==> config.mk <==
export PLATFORM = sky130hd
export DESIGN_NAME = fp_popcnt_stream
export DESIGN_NICKNAME = d
export VERILOG_FILES = /design/src/rtl/fp_popcnt_stream.sv
export SDC_FILE = /design/constraint.sdc
export NUM_CORES = 1
export LEC_CHECK = 0
export BUFFER_PORTS_ARGS = -buffer_cell sky130_fd_sc_hd__buf_2
export CAP_MARGIN = 10
export CORE_AREA = 2 2 410 412
export DETAILED_ROUTE_END_ITERATION = 7
export DIE_AREA = 0 0 412 414
export MAX_ROUTING_LAYER = met4
export PLACE_DENSITY = 0.45
export SLEW_MARGIN = 10
export SYNTH_ARGS = -nofsm -noshare
export SYNTH_HDL_FRONTEND = slang
export SYNTH_SLANG_ARGS = --single-unit
==> constraint.sdc <==
create_clock -name clk -period 6.9 [get_ports clk]
set_input_delay 1.38 -clock clk [delete_from_list [all_inputs] [get_ports clk]]
set_output_delay 1.38 -clock clk [all_outputs]
set_load 0.005 [all_outputs]
==> src/rtl/fp_popcnt_stream.sv <==
// rtl/fp_popcnt_stream.sv - streaming pipelined popcount of multi-beat fingerprints; FP_POPCNT_AND_EN enables the A&B operand
module fp_popcnt_stream #(
    parameter int  BUS_WIDTH     = 512,
    parameter int  GRANULE_WIDTH = 6,
    parameter int  PIPE_DEPTH    = 3,
    parameter int  MAX_BEATS     = 4,
    localparam int CNT_W         = $clog2(BUS_WIDTH*MAX_BEATS+1)
) (
    input  logic                 clk,
    input  logic                 rst,
    input  logic                 i_Valid,
    input  logic                 i_Last,
    input  logic                 i_Mode,
    input  logic [BUS_WIDTH-1:0] i_VecA,
    input  logic [BUS_WIDTH-1:0] i_VecB,
    output logic                 o_Valid,
    output logic [CNT_W-1:0]     o_Sum,
    output logic                 o_Overflow
);

    // Tree geometry: granule count padded up to a power of two so every level halves cleanly.
    localparam int NG        = (BUS_WIDTH + GRANULE_WIDTH - 1) / GRANULE_WIDTH;
    localparam int PAD_W     = NG * GRANULE_WIDTH;
    localparam int LEAF_W    = $clog2(GRANULE_WIDTH + 1);
    localparam int LEVELS    = $clog2(NG);
    localparam int NP        = 1 << LEVELS;
    localparam int SUM_W     = LEAF_W + LEVELS;
    // At most one register per tree level; any surplus depth becomes a plain delay after the root.
    localparam int NREG_TREE = (PIPE_DEPTH < LEVELS) ? PIPE_DEPTH : LEVELS;
    localparam int TAIL      = PIPE_DEPTH - NREG_TREE;
    localparam int BI_W      = (MAX_BEATS > 1) ? $clog2(MAX_BEATS) : 1;

    // Bit offset of tree level l inside the flattened tree vectors.
    function automatic int lvl_off(input int l);
        int off;
        off = 0;
        for (int k = 0; k < l; k++) begin
            off = off + (NP >> k) * (LEAF_W + k);
        end
        return off;
    endfunction

    // True when a pipeline register sits after tree level l (spreads NREG_TREE evenly over LEVELS).
    function automatic bit reg_after(input int l);
        if (LEVELS == 0) begin
            return 1'b0;
        end
        return ((l * NREG_TREE) / LEVELS) > (((l - 1) * NREG_TREE) / LEVELS);
    endfunction

    // Popcount of a single LUT-sized granule.
    function automatic logic [LEAF_W-1:0] gran_pop(input logic [GRANULE_WIDTH-1:0] g);
        logic [LEAF_W-1:0] c;
        c = '0;
        for (int i = 0; i < GRANULE_WIDTH; i++) begin
            c = c + LEAF_W'(g[i]);
        end
        return c;
    endfunction

    localparam int TREE_BITS = lvl_off(LEVELS + 1);
    localparam int OFF_TOP   = lvl_off(LEVELS);

    logic [BUS_WIDTH-1:0] operand;
    logic [BUS_WIDTH-1:0] op_q;
    logic [PAD_W-1:0]     op_pad;
    logic [BI_W-1:0]      beat_idx;
    logic                 at_max;
    logic                 last_eff;
    logic                 force_c;
    logic [PIPE_DEPTH:0]  sv_valid;
    logic [PIPE_DEPTH:0]  sv_last;
    logic [PIPE_DEPTH:0]  sv_force;
    logic [SUM_W-1:0]     tree_cnt;
    logic [SUM_W-1:0]     beat_cnt;
    logic [CNT_W-1:0]     acc;
    logic [CNT_W-1:0]     total;

    // lvl_sum: combinational adder outputs; lvl_out: the same values after optional per-level registers.
    wire  [TREE_BITS-1:0] lvl_sum;
    wire  [TREE_BITS-1:0] lvl_out;

`ifdef FP_POPCNT_AND_EN
    assign operand = i_Mode ? (i_VecA & i_VecB) : i_VecA;
`else
    logic unused_and_inputs;
    assign operand           = i_VecA;
    assign unused_and_inputs = ^{i_Mode, i_VecB};
`endif

    // A beat at the last allowed index closes the fingerprint whether or not i_Last is set.
    assign at_max   = (beat_idx == BI_W'(MAX_BEATS - 1));
    assign last_eff = i_Last | at_max;
    assign force_c  = i_Valid & at_max & ~i_Last;

    // Input-side beat index within the current fingerprint.
    always_ff @(posedge clk or posedge rst) begin
        if (rst) begin
            beat_idx <= '0;
        end else if (i_Valid) begin
            beat_idx <= last_eff ? '0 : beat_idx + 1'b1;
        end
    end

    // Shadow pipeline: beat qualifiers travel alongside the input register and tree registers.
    always_ff @(posedge clk or posedge rst) begin
        if (rst) begin
            sv_valid <= '0;
            sv_last  <= '0;
            sv_force <= '0;
        end else begin
            sv_valid <= {sv_valid[PIPE_DEPTH-1:0], i_Valid};
            sv_last  <= {sv_last[PIPE_DEPTH-1:0], i_Valid & last_eff};
            sv_force <= {sv_force[PIPE_DEPTH-1:0], force_c};
        end
    end

    // Input operand register; datapath carries no reset because the valid pipeline qualifies it.
    always_ff @(posedge clk) begin
        op_q <= operand;
    end

    assign op_pad = PAD_W'(op_q);

    for (genvar g = 0; g < NP; g++) begin : g_leaf
        if (g < NG) begin : g_real
            assign lvl_sum[g*LEAF_W +: LEAF_W] = gran_pop(op_pad[g*GRANULE_WIDTH +: GRANULE_WIDTH]);
        end else begin : g_pad
            assign lvl_sum[g*LEAF_W +: LEAF_W] = '0;
        end
    end

    assign lvl_out[0 +: NP*LEAF_W] = lvl_sum[0 +: NP*LEAF_W];

    for (genvar l = 1; l <= LEVELS; l++) begin : g_lvl
        localparam int NL      = NP >> l;
        localparam int WL      = LEAF_W + l;
        localparam int OFF_IN  = lvl_off(l - 1);
        localparam int OFF_OUT = lvl_off(l);

        for (genvar j = 0; j < NL; j++) begin : g_add
            assign lvl_sum[OFF_OUT + j*WL +: WL] =
                {1'b0, lvl_out[OFF_IN + (2*j)*(WL-1) +: WL-1]} +
                {1'b0, lvl_out[OFF_IN + (2*j+1)*(WL-1) +: WL-1]};
        end

        if (reg_after(l)) begin : g_reg
            logic [NL*WL-1:0] q;
            // Pipeline register closing this group of tree levels.
            always_ff @(posedge clk) begin
                q <= lvl_sum[OFF_OUT +: NL*WL];
            end
            assign lvl_out[OFF_OUT +: NL*WL] = q;
        end else begin : g_wire
            assign lvl_out[OFF_OUT +: NL*WL] = lvl_sum[OFF_OUT +: NL*WL];
        end
    end

    assign tree_cnt = lvl_out[OFF_TOP +: SUM_W];

    if (TAIL == 0) begin : g_no_tail
        assign beat_cnt = tree_cnt;
    end else begin : g_tail
        logic [SUM_W-1:0] dly [TAIL];
        // Extra delay when there are more pipeline stages than tree levels.
        always_ff @(posedge clk) begin
            dly[0] <= tree_cnt;
            for (int k = 1; k < TAIL; k++) begin
                dly[k] <= dly[k-1];
            end
        end
        assign beat_cnt = dly[TAIL-1];
    end

    // acc is zero whenever no fingerprint is open, so the first beat simply loads its count.
    assign total = acc + CNT_W'(beat_cnt);

    // Fingerprint accumulator and registered result outputs.
    always_ff @(posedge clk or posedge rst) begin
        if (rst) begin
            acc        <= '0;
            o_Valid    <= 1'b0;
            o_Sum      <= '0;
            o_Overflow <= 1'b0;
        end else begin
            o_Valid <= 1'b0;
            if (sv_valid[PIPE_DEPTH]) begin
                if (sv_last[PIPE_DEPTH]) begin
                    o_Valid    <= 1'b1;
                    o_Sum      <= total;
                    o_Overflow <= sv_force[PIPE_DEPTH];
                    acc        <= '0;
                end else begin
                    acc <= total;
                end
            end
        end
    end

endmodule

==> metrics.md, run 1 <==
| Metric | Value |
|---|---|
| Layout cells sized above 1 | `22.3%` |
| CP required | `roughly 7.4 ns` |
| Worst-margin pin slew | `about 0.69 ns` |
| Share of the synthesized area in the top cell type | `around 42%` |
| Hold_buf cts | `0` |
| Routed Antenna Nets | `0` |
| Crit-path most repeated cell | `fa_1` |
| Via count | `approximately 16000` |
| First-pass GRT wire length | `approximately 110 mm` |
| Fmax | `~0.18 GHz` |
| Status | `completed` |
| Synth Net Count | `about 4000` |
| CTS tree | `yes` |
| Top post-synthesis cells by area | `dfxtp_1, fa_1, inv_1` |
| Starting DRT DRC Count | `~390` |
| Vias in the first global route | `18726` |
| Total wire length | `around 68 mm` |
| Setup_tns | `0 ns` |
| Slew Limit Fails | `0` |
| Vias per inst | `between 3 and 4` |
| Place WS | `roughly 1.3 ns` |
| Effective utilization at floorplan | `between 10% and 20%` |
| Synth async-reset ratio | `slightly above 6%` |
| Final Cycle Share | `between 70 and 80%` |
| DPL Wire Length | `~58 mm` |
| Final setup vio count | `0` |
| Post-DR wirelength/cell | `about 13 um` |
| Post-synthesis sequential area ratio | `a little under half` |
| Syn Area/Cell | `between 10 and 15 um2` |
| IO Count | `between 1000 and 1500` |
| Worst Path Max Fanout | `2` |
| Unrepaired setup endpoints after global routing | `false` |
| Cts bufs inserted | `82` |
| Worst path max stage delay | `around 0.54 ns` |
| GR Util All Layers | `under 10%` |
| IO Port Bufs | `529` |
| H-Tree Level Count | `3` |
| Worst Setup Start Kind | `flip-flop` |
| Drt drc | `0` |
| Synthesized flop and latch total | `between 600 and 700` |
| Setup slack after layout | `1.46 ns` |
| Most frequent cells in the layout | `inv_1, dfxtp_1, buf_2` |
| Max-Cap Viols | `0` |
| Clock sink total | `~650` |
| Site Rows | `150` |
| Final hold vios | `0` |
| Number of gates resized after cts | `0` |
| Clk slew on worst S/H paths | `approximately 0.06 ns` |
| Slew headroom | `a little over half` |
| Area grow syn2layout | `28.8%` |
| CTS Root Cell | `clkbuf_16` |
| Arr. time, crit path | `around 6 ns` |
| Die span in y | `414 um` |
| RePlAce Congestion | `just under 0.8` |
| Post-synth cell types | `44` |
| DIE AREA | `between 150000 and 200000 um2` |
| Critical Path End Type | `flip-flop` |
| Die Wd | `412 um` |
| Clk Latency, worst-skew pair | `between 0.6 and 0.7 ns` |
| Largest net degree at the start of global routing | `a little over 40` |
| Synthesized cell area | `29200 um2` |
| Synth warnings | `0` |
| Crit path kind | `reg -> reg` |
| Clock Path Buffers | `3` |
| Most common cell after layout, fill and taps aside | `inv_1` |
| Crit path max-delay family | `adder cells` |
| Post-synth EDFFs | `0` |
| Synth Flop Type | `dfxtp_1` |
| Setup Fix Bufs, Post-CTS | `0` |
| Hold crit path type | `reg -> reg` |
| Drt first pass iters | `4` |
| Slowest CP cell | `fa_1` |
| Clock Skews | `0.0251 ns` |
| Grt ovf | `0` |
| Buf/Inv on CP | `4` |
| Initial antenna violation count | `31` |
| Minimum clock period | `between 5 and 6 ns` |
| Cells after Synth | `around 2400` |
| Area leader, netlist | `dfxtp_1` |
| Worst-path cell chain | `inv_1 -> fa_1 -> inv_1 -> fa_1 -> inv_1 -> fa_1 -> fa_1 -> fa_1 -> fa_1 -> fa_1 -> inv_1 -> ha_1 -> fa_1 -> a21o_1 -> a21oi_1 -> xnor2_1` |
| Core Footprint | `roughly 170000 um2` |
| Nets | `~4600` |
## flip-flops by register name, indices dropped and copies added, names as in the netlist
name           flops
acc               12
beat_cnt          10
beat_idx           2
g_lvl.g_reg.q     90
o_Overflow         1
o_Sum             12
o_Valid            1
op_q             512
sv_force           4
sv_last            4
sv_valid           4
## through the flow
step	util, %	std cells	instance area [um2]	hold WS [ns]
finish	22.6	5252	37600	0.343
global route	22.6	5248	37600	0.349
CTS	22.6	5239	37500	0.344
detailed placement	20.8	5088	34500	0.335
global placement	20.8	5088	34500	0.332
floorplan	-	2363	29200	0.331
## cell usage after synthesis (9+ instances only)
master and count:
nor2b_1 14, ha_1 144, xor2_1 14, dfxtp_1 612, nand2_1 24, dfrtp_1 40, o21bai_1 9, fa_1 455
inv_1 821, o21ai_0 27, xnor2_1 45, nand2b_1 11, a21oi_1 43, a21o_1 32
## worst paths after layout
| path | from | to | slack [ns] | cells after the start |
|---|---|---|---|---|
| setup / recovery | op_q[83] | g_lvl[3].g_reg.q[10] | 1.46 | 16 |
| hold / removal | sv_last[2] | sv_last[3] | 0.34 | 0 |
| setup reg to reg | op_q[83] | g_lvl[3].g_reg.q[10] | 1.46 | 16 |
| hold reg to reg | sv_last[2] | sv_last[3] | 0.34 | 0 |
| max in group asynchronous | rst | acc[0] | 5.72 | 3 |
| min in group asynchronous | rst | o_Valid | 0.82 | 3 |
## worst register-to-register path, delay by kind of cell, from the launching register on
family / cells / cell delay [ns]
xor+xnor: 1 / 0.28
buf+inv: 4 / 0.21
fa+ha+maj: 9 / 4.11
compound gates: 2 / 0.38
flops: 1 / 0.30
## area by class of cell
type,count,area (um2)
fillers,18012,129000
flip-flops and latches,652,13300
multi-input cells,881,12800
inverters,821,3080
well taps,2204,2760
repair buffers,530,2660
clock buffers,109,2360
clock inverters,42,649
diodes,13,32.5
## cells by family after synthesis
group	after synthesis	share of synthesized area, %
fa+ha+maj	599	37.4
flops	652	45.4
compound gates	141	3.12
buf+inv	830	10.7
mux	6	0.219
simple gates	76	1.36
xor+xnor	59	1.77
## layer usage
metal / global-route usage [%] / up-vias / share of wire (%)
li1: - / 7934 / -
met1: 8.77 / 7961 / 37
met2: 15.9 / 303 / 55
met3: 1.84 / 137 / 4.8
met4: 3.11 / 0 / 2.9
met5: - / - / 0
Power of run 1 is not shown: default switching activity piles up to over one toggle a cycle in this logic, so the estimate is an artifact.
==> inputs of run 2 (changes only) <==
--- a/config.mk
+++ b/config.mk
@@ -5,13 +5,14 @@
 export SDC_FILE = /design/constraint.sdc
 export NUM_CORES = 1
 export LEC_CHECK = 0
+export ABC_AREA = 1
 export BUFFER_PORTS_ARGS = -buffer_cell sky130_fd_sc_hd__buf_2
 export CAP_MARGIN = 10
-export CORE_AREA = 2 2 410 412
+export CORE_AREA = 2 2 411 413
 export DETAILED_ROUTE_END_ITERATION = 7
-export DIE_AREA = 0 0 412 414
+export DIE_AREA = 0 0 413 415
 export MAX_ROUTING_LAYER = met4
-export PLACE_DENSITY = 0.45
+export PLACE_DENSITY = 0.46
 export SLEW_MARGIN = 10
 export SYNTH_ARGS = -nofsm -noshare
 export SYNTH_HDL_FRONTEND = slang
==> constraint.sdc (replaced) <==
create_clock -name clk -period 4.8 [get_ports clk]
set_input_delay 0.96 -clock clk [delete_from_list [all_inputs] [get_ports clk]]
set_output_delay 0.96 -clock clk [all_outputs]
set_load 0.005 [all_outputs]
==> metrics.md, run 2 <==
| Metric | Value |
|---|---|
| Slowest CP cell | `fa_1` |
| Fmax | `0.196 GHz` |
| Effective utilization at floorplan | `around 18%` |
| Via count | `between 15000 and 20000` |
| # fillers | `18017` |
| Drt first pass iters | `5` |
| Sequential cell area | `~13000 um2` |
| Top post-synthesis cells by area | `dfxtp_1, fa_1, inv_1` |
| Max-Cap Viols | `0` |
| IO Count | `between 1000 and 1500` |
| Final Cycle Share | `106%` |
| Post-synthesis sequential area ratio | `between 40 and 50%` |
| Arr. time, crit path | `~5.6 ns` |
| Place WS | `-0.549 ns` |
| H-Tree Level Count | `3` |
| Synthesized cell area | `a little under 30000 um2` |
| Setup_tns | `-4.82 ns` |
| Area leader, netlist | `dfxtp_1` |
| Post-DR wirelength/cell | `approximately 13 um` |
| Clock Skews | `between 0.02 and 0.025 ns` |
| Worst Path Max Fanout | `2` |
| Synth Net Count | `roughly 4000` |
| Syn Area/Cell | `~12 um2` |
| Post-synth top cells | `inv_1, dfxtp_1, fa_1` |
| Nets | `approximately 4800` |
| Cts bufs inserted | `81` |
| Post-synth cell types | `29` |
| Vias in the first global route | `just under 20000` |
| Placed insts | `5242` |
| Worst path max stage delay | `about 0.54 ns` |
| Clock Path Buffers | `3` |
| Most frequent cells in the layout | `inv_1, dfxtp_1, buf_2` |
| CTS tree | `yes` |
| IO Port Bufs | `529` |
| Largest Register | `op_q` |
| First-pass GRT wire length | `approximately 110 mm` |
| Max reg flops | `512` |
| Final setup vio count | `39` |
| Site Rows | `150` |
| Synthesized flop and latch total | `652` |
| Clk slew on worst S/H paths | `~0.060 ns` |
| Status | `finished, violations left` |
| Most common cell after layout, fill and taps aside | `inv_1` |
| DPL Wire Length | `just under 60 mm` |
| Worst-path cell chain | `fa_1 -> fa_1 -> inv_2 -> fa_2 -> inv_2 -> fa_1 -> fa_2 -> fa_1 -> inv_2 -> fa_1 -> inv_2 -> ha_4 -> fa_2 -> a21oi_2 -> o21ai_2 -> xor2_2` |
| Worst Setup Start Kind | `flip-flop` |
| Crit path max-delay family | `adder cells` |
| Buf/Inv on CP | `4` |
| Vias per inst | `3.11` |
| Minimum clock period | `approximately 5.1 ns` |
| Synth async-reset ratio | `between 6 and 7%` |
| Top-count cell post-synth | `inv_1` |
| Total wire length | `69.2 mm` |
| Clock sink total | `652` |
| Synth warnings | `0` |
| Crit-path most repeated cell | `fa_1` |
| Final hold vios | `0` |
| Starting DRT DRC Count | `between 400 and 500` |
| GR Util All Layers | `8.62%` |
| Slew Limit Fails | `0` |
| RePlAce Congestion | `~0.79` |
| Die Wd | `~410 um` |
| Setup slack after layout | `-0.295 ns` |
| Worst-margin pin slew | `between 0.5 and 0.6 ns` |
| DIE AREA | `roughly 170000 um2` |
| Drt drc | `0` |
| Synth Flop Type | `dfxtp_1` |
| Failing checks | `negative setup slack` |
| Crit path kind | `reg -> reg` |
| Hold crit path type | `reg -> reg` |
| Footprint of the multi-input gates | `around 14000 um2` |
| Routed Antenna Nets | `0` |
| Grt ovf | `0` |
| Layout cells sized above 1 | `~31%` |
| Fin cells | `about 5400` |
| Clk Latency, worst-skew pair | `between 0.6 and 0.7 ns` |
| Unrepaired setup endpoints after global routing | `true` |
| Post-synth EDFFs | `0` |
| Initial antenna violation count | `30` |
| CP required | `~5.4 ns` |
| Area grow syn2layout | `32.5%` |
| CTS Root Cell | `clkbuf_16` |
| Core Footprint | `167000 um2` |
| Critical Path End Type | `flip-flop` |
| Cells after Synth | `around 2500` |
| Share of the synthesized area in the top cell type | `about two fifths` |
| Slew headroom | `a little over three fifths` |
| Die span in y | `between 400 and 500 um` |
| Largest registers | `op_q x512, g_lvl.g_reg.q x90` |
| Largest net degree at the start of global routing | `41` |
run 2: cell type report:
cell class / count / area share, %
Timing Repair Buffer: 579 / 7.98
Inverter: 868 / 8.41
Sequential cell: 652 / 34.3
Clock inverter: 46 / 1.37
Tap cell: 2204 / 7.12
Clock buffer: 102 / 5.74
Multi-Input combinational cell: 944 / 34.9
Antenna cell: 25 / 0.161
run 2: routing by layer:
layer | vias up | track usage, % | share of wire, %
li1 | 8269 | - | -
met1 | 8193 | 8.68 | 37
met2 | 283 | 15.6 | 55
met3 | 126 | 1.99 | 4.4
met4 | 0 | 3.99 | 3.9
met5 | - | - | 0
run 2: cell families (layout without fill, tap and decap cells):
kind of cell	after synthesis	in the layout	share of synthesized area, %
buf+inv	870	1595	11.2
compound gates	90	90	1.71
simple gates	202	202	2.89
other cells	0	25	0
flops	652	652	45.3
fa+ha+maj	599	599	37.3
xor+xnor	53	53	1.59
run 2: through the flow:
stage	hold WS (ns)	instance area, um2	util (%)
6_report	0.337	38800	23.3
5_1_grt	0.302	38700	23.2
4_1_cts	0.269	38400	23.1
3_5_place_dp	0.336	35000	21.0
3_3_place_gp	0.334	35000	21.0
2_1_floorplan	0.331	29300	-
run 2: repair_timing:
item                                    4_1_cts  5_1_grt
buffers inserted                              7        9
endpoints found under the setup margin       50       54
pin swaps                                   124       83
gates resized for setup                     185      108
hold buffers                                  0        0
run 2: worst paths after layout:
path	start	endpoint	slack (ns)	cells past startpoint
min	sv_last[2]	sv_last[3]	0.34	0
max reg2reg	op_q[119]	g_lvl[3].g_reg.q[16]	-0.30	16
max	op_q[119]	g_lvl[3].g_reg.q[16]	-0.30	16
max in group asynchronous	rst	acc[0]	4.02	3
min reg2reg	sv_last[2]	sv_last[3]	0.34	0
min in group asynchronous	rst	o_Valid	0.40	3
Power of run 2 is left out for the same reason.
==> inputs of run 3 (changes only) <==
--- a/config.mk
+++ b/config.mk
@@ -12,7 +12,8 @@
 export DETAILED_ROUTE_END_ITERATION = 7
 export DIE_AREA = 0 0 413 415
 export MAX_ROUTING_LAYER = met4
-export PLACE_DENSITY = 0.46
+export PLACE_DENSITY = 0.36
+export SKIP_CTS_REPAIR_TIMING = 1
 export SLEW_MARGIN = 10
 export SYNTH_ARGS = -nofsm -noshare
 export SYNTH_HDL_FRONTEND = slang
==> constraint.sdc (replaced) <==
create_clock -name clk -period 5.1 [get_ports clk]
set_input_delay 1.02 -clock clk [delete_from_list [all_inputs] [get_ports clk]]
set_output_delay 1.02 -clock clk [all_outputs]
set_load 0.005 [all_outputs]
==> metrics.md, run 3 (same netlist as run 2, synthesis figures left out) <==
| Metric | Value |
|---|---|
| Status | `finished, violations left` |
| Failing checks | `negative setup slack` |
| GR Util All Layers | `under 10%` |
| Worst Setup Start Kind | `flip-flop` |
| Post-DR wirelength/cell | `between 10 and 15 um` |
| Setup slack after layout | `-0.199 ns` |
| Total wire length | `75.1 mm` |
| Via count | `16763` |
| Final setup vio count | `6` |
| H-Tree Level Count | `3` |
| Core Footprint | `between 150000 and 200000 um2` |
| Max-Cap Viols | `0` |
| Site Rows | `150` |
| Grt ovf | `0` |
| Largest registers | `op_q x512, g_lvl.g_reg.q x90` |
| Clock Path Buffers | `3` |
| Dpl cell area | `34900 um2` |
| Max reg flops | `512` |
| CTS tree | `yes` |
| Clk Latency, worst-skew pair | `0.70 ns` |
| Unrepaired setup endpoints after global routing | `true` |
| Sink of the worst hold path | `sv_last[3]` |
| Die Wd | `413 um` |
| CTS Root Cell | `clkbuf_16` |
| Initial antenna violation count | `approximately 50` |
| Final instance area | `between 30000 and 40000 um2` |
| Vias per inst | `slightly above 3` |
| Routed Antenna Nets | `0` |
| Fmax | `about 0.19 GHz` |
| IO Port Bufs | `roughly 530` |
| Reg-to-Reg End | `g_lvl[3].g_reg.q[16]` |
| Worst Path Max Fanout | `2` |
| CP required | `around 5.7 ns` |
| Minimum hold slack | `0.341 ns` |
| Most frequent cells in the layout | `inv_1, dfxtp_1, buf_2` |
| Worst r2r src | `op_q[137]` |
| Vias in the first global route | `19408` |
| IO Count | `around 1000` |
| Largest Register | `op_q` |
| Arr. time, crit path | `~6 ns` |
| Layout cells sized above 1 | `approximately 28%` |
| DPL Wire Length | `between 60 and 70 mm` |
| Clock Skews | `around 0.035 ns` |
| Final hold vios | `0` |
| Setup_tns | `-0.559 ns` |
| Worst-margin pin slew | `approximately 0.62 ns` |
| First-pass GRT wire length | `roughly 110 mm` |
| Largest net degree at the start of global routing | `between 40 and 50` |
| Slew headroom | `58.5%` |
| Minimum clock period | `approximately 5.3 ns` |
| DIE AREA | `around 170000 um2` |
| Worst Hold Launch | `sv_last[2]` |
| Critical Path End Type | `flip-flop` |
| Final Cycle Share | `104%` |
| Slew Limit Fails | `0` |
| Area grow syn2layout | `31.4%` |
| Drt drc | `0` |
| Hold crit path type | `reg -> reg` |
| RePlAce Congestion | `between 0.7 and 0.8` |
| Starting DRT DRC Count | `478` |
| Worst r2r path cells | `17` |
| Nets | `around 4700` |
| Final Util | `about 23%` |
| Drt first pass iters | `4` |
| Effective utilization at floorplan | `17.5%` |
| Hold path cells | `0` |
| Die span in y | `roughly 420 um` |
| Most common cell after layout, fill and taps aside | `inv_1` |
| Cts bufs inserted | `83` |
| Crit path kind | `reg -> reg` |
| Clock sink total | `about 650` |
| FF-to-FF setup slack | `-0.20 ns` |
| Clk slew on worst S/H paths | `around 0.06 ns` |
==> run 3: stage by stage <==
stage / setup slack (ns) / instances
floorplan: 0.143 / 2466
global placement: -0.280 / 5232
detailed placement: -0.304 / 5232
CTS: -0.345 / 5381
global route: -0.390 / 5406
finish: -0.199 / 5412
==> run 3: layout make-up <==
type / count / area, um2
multi-input combinational: 944 / 13200
inverter: 868 / 3260
sequential: 652 / 13300
fill: 18068 / 128000
timing repair buffer: 567 / 2970
antenna: 28 / 70.1
clock inverter: 44 / 515
clock buffer: 105 / 2320
tap: 2204 / 2760
==> run 3: critical path, cell delays in order (launching register included) <==
cell,delay (ns)
dfxtp_2,0.32
fa_1,0.56
inv_2,0.04
fa_1,0.55
inv_2,0.05
fa_2,0.54
fa_2,0.46
fa_2,0.49
fa_1,0.50
inv_1,0.05
fa_1,0.50
inv_2,0.05
ha_4,0.16
fa_2,0.38
a21oi_2,0.13
o21ai_1,0.08
xor2_1,0.15
buf_4,0.14
==> run 3: routing by layer <==
metal / routed length (um) / share of wire (%) / GRT usage [%] / vias to the layer above
met3: 4450 / 5.9 / 2.70 / 172
met4: 2370 / 3.2 / 3.54 / 0
met2: 41400 / 55 / 17.2 / 324
met1: 26900 / 36 / 9.21 / 8020
met5: 0 / 0 / - / -
li1: - / - / - / 8247
==> run 3: worst max-delay path by stage <==
stage                     slack, ns      start  depth (start not counted)              endpoint
after floorplan                0.14  op_q[227]                         19  g_lvl[3].g_reg.q[28]
after global routing          -0.39  op_q[137]                         17  g_lvl[3].g_reg.q[16]
after CTS                     -0.35  op_q[113]                         17  g_lvl[3].g_reg.q[16]
after detailed placement      -0.30  op_q[113]                         17  g_lvl[3].g_reg.q[16]
final                         -0.20  op_q[137]                         17  g_lvl[3].g_reg.q[16]
after global placement        -0.28   op_q[96]                         17  g_lvl[3].g_reg.q[16]
Power of run 3 is left out for the same reason.
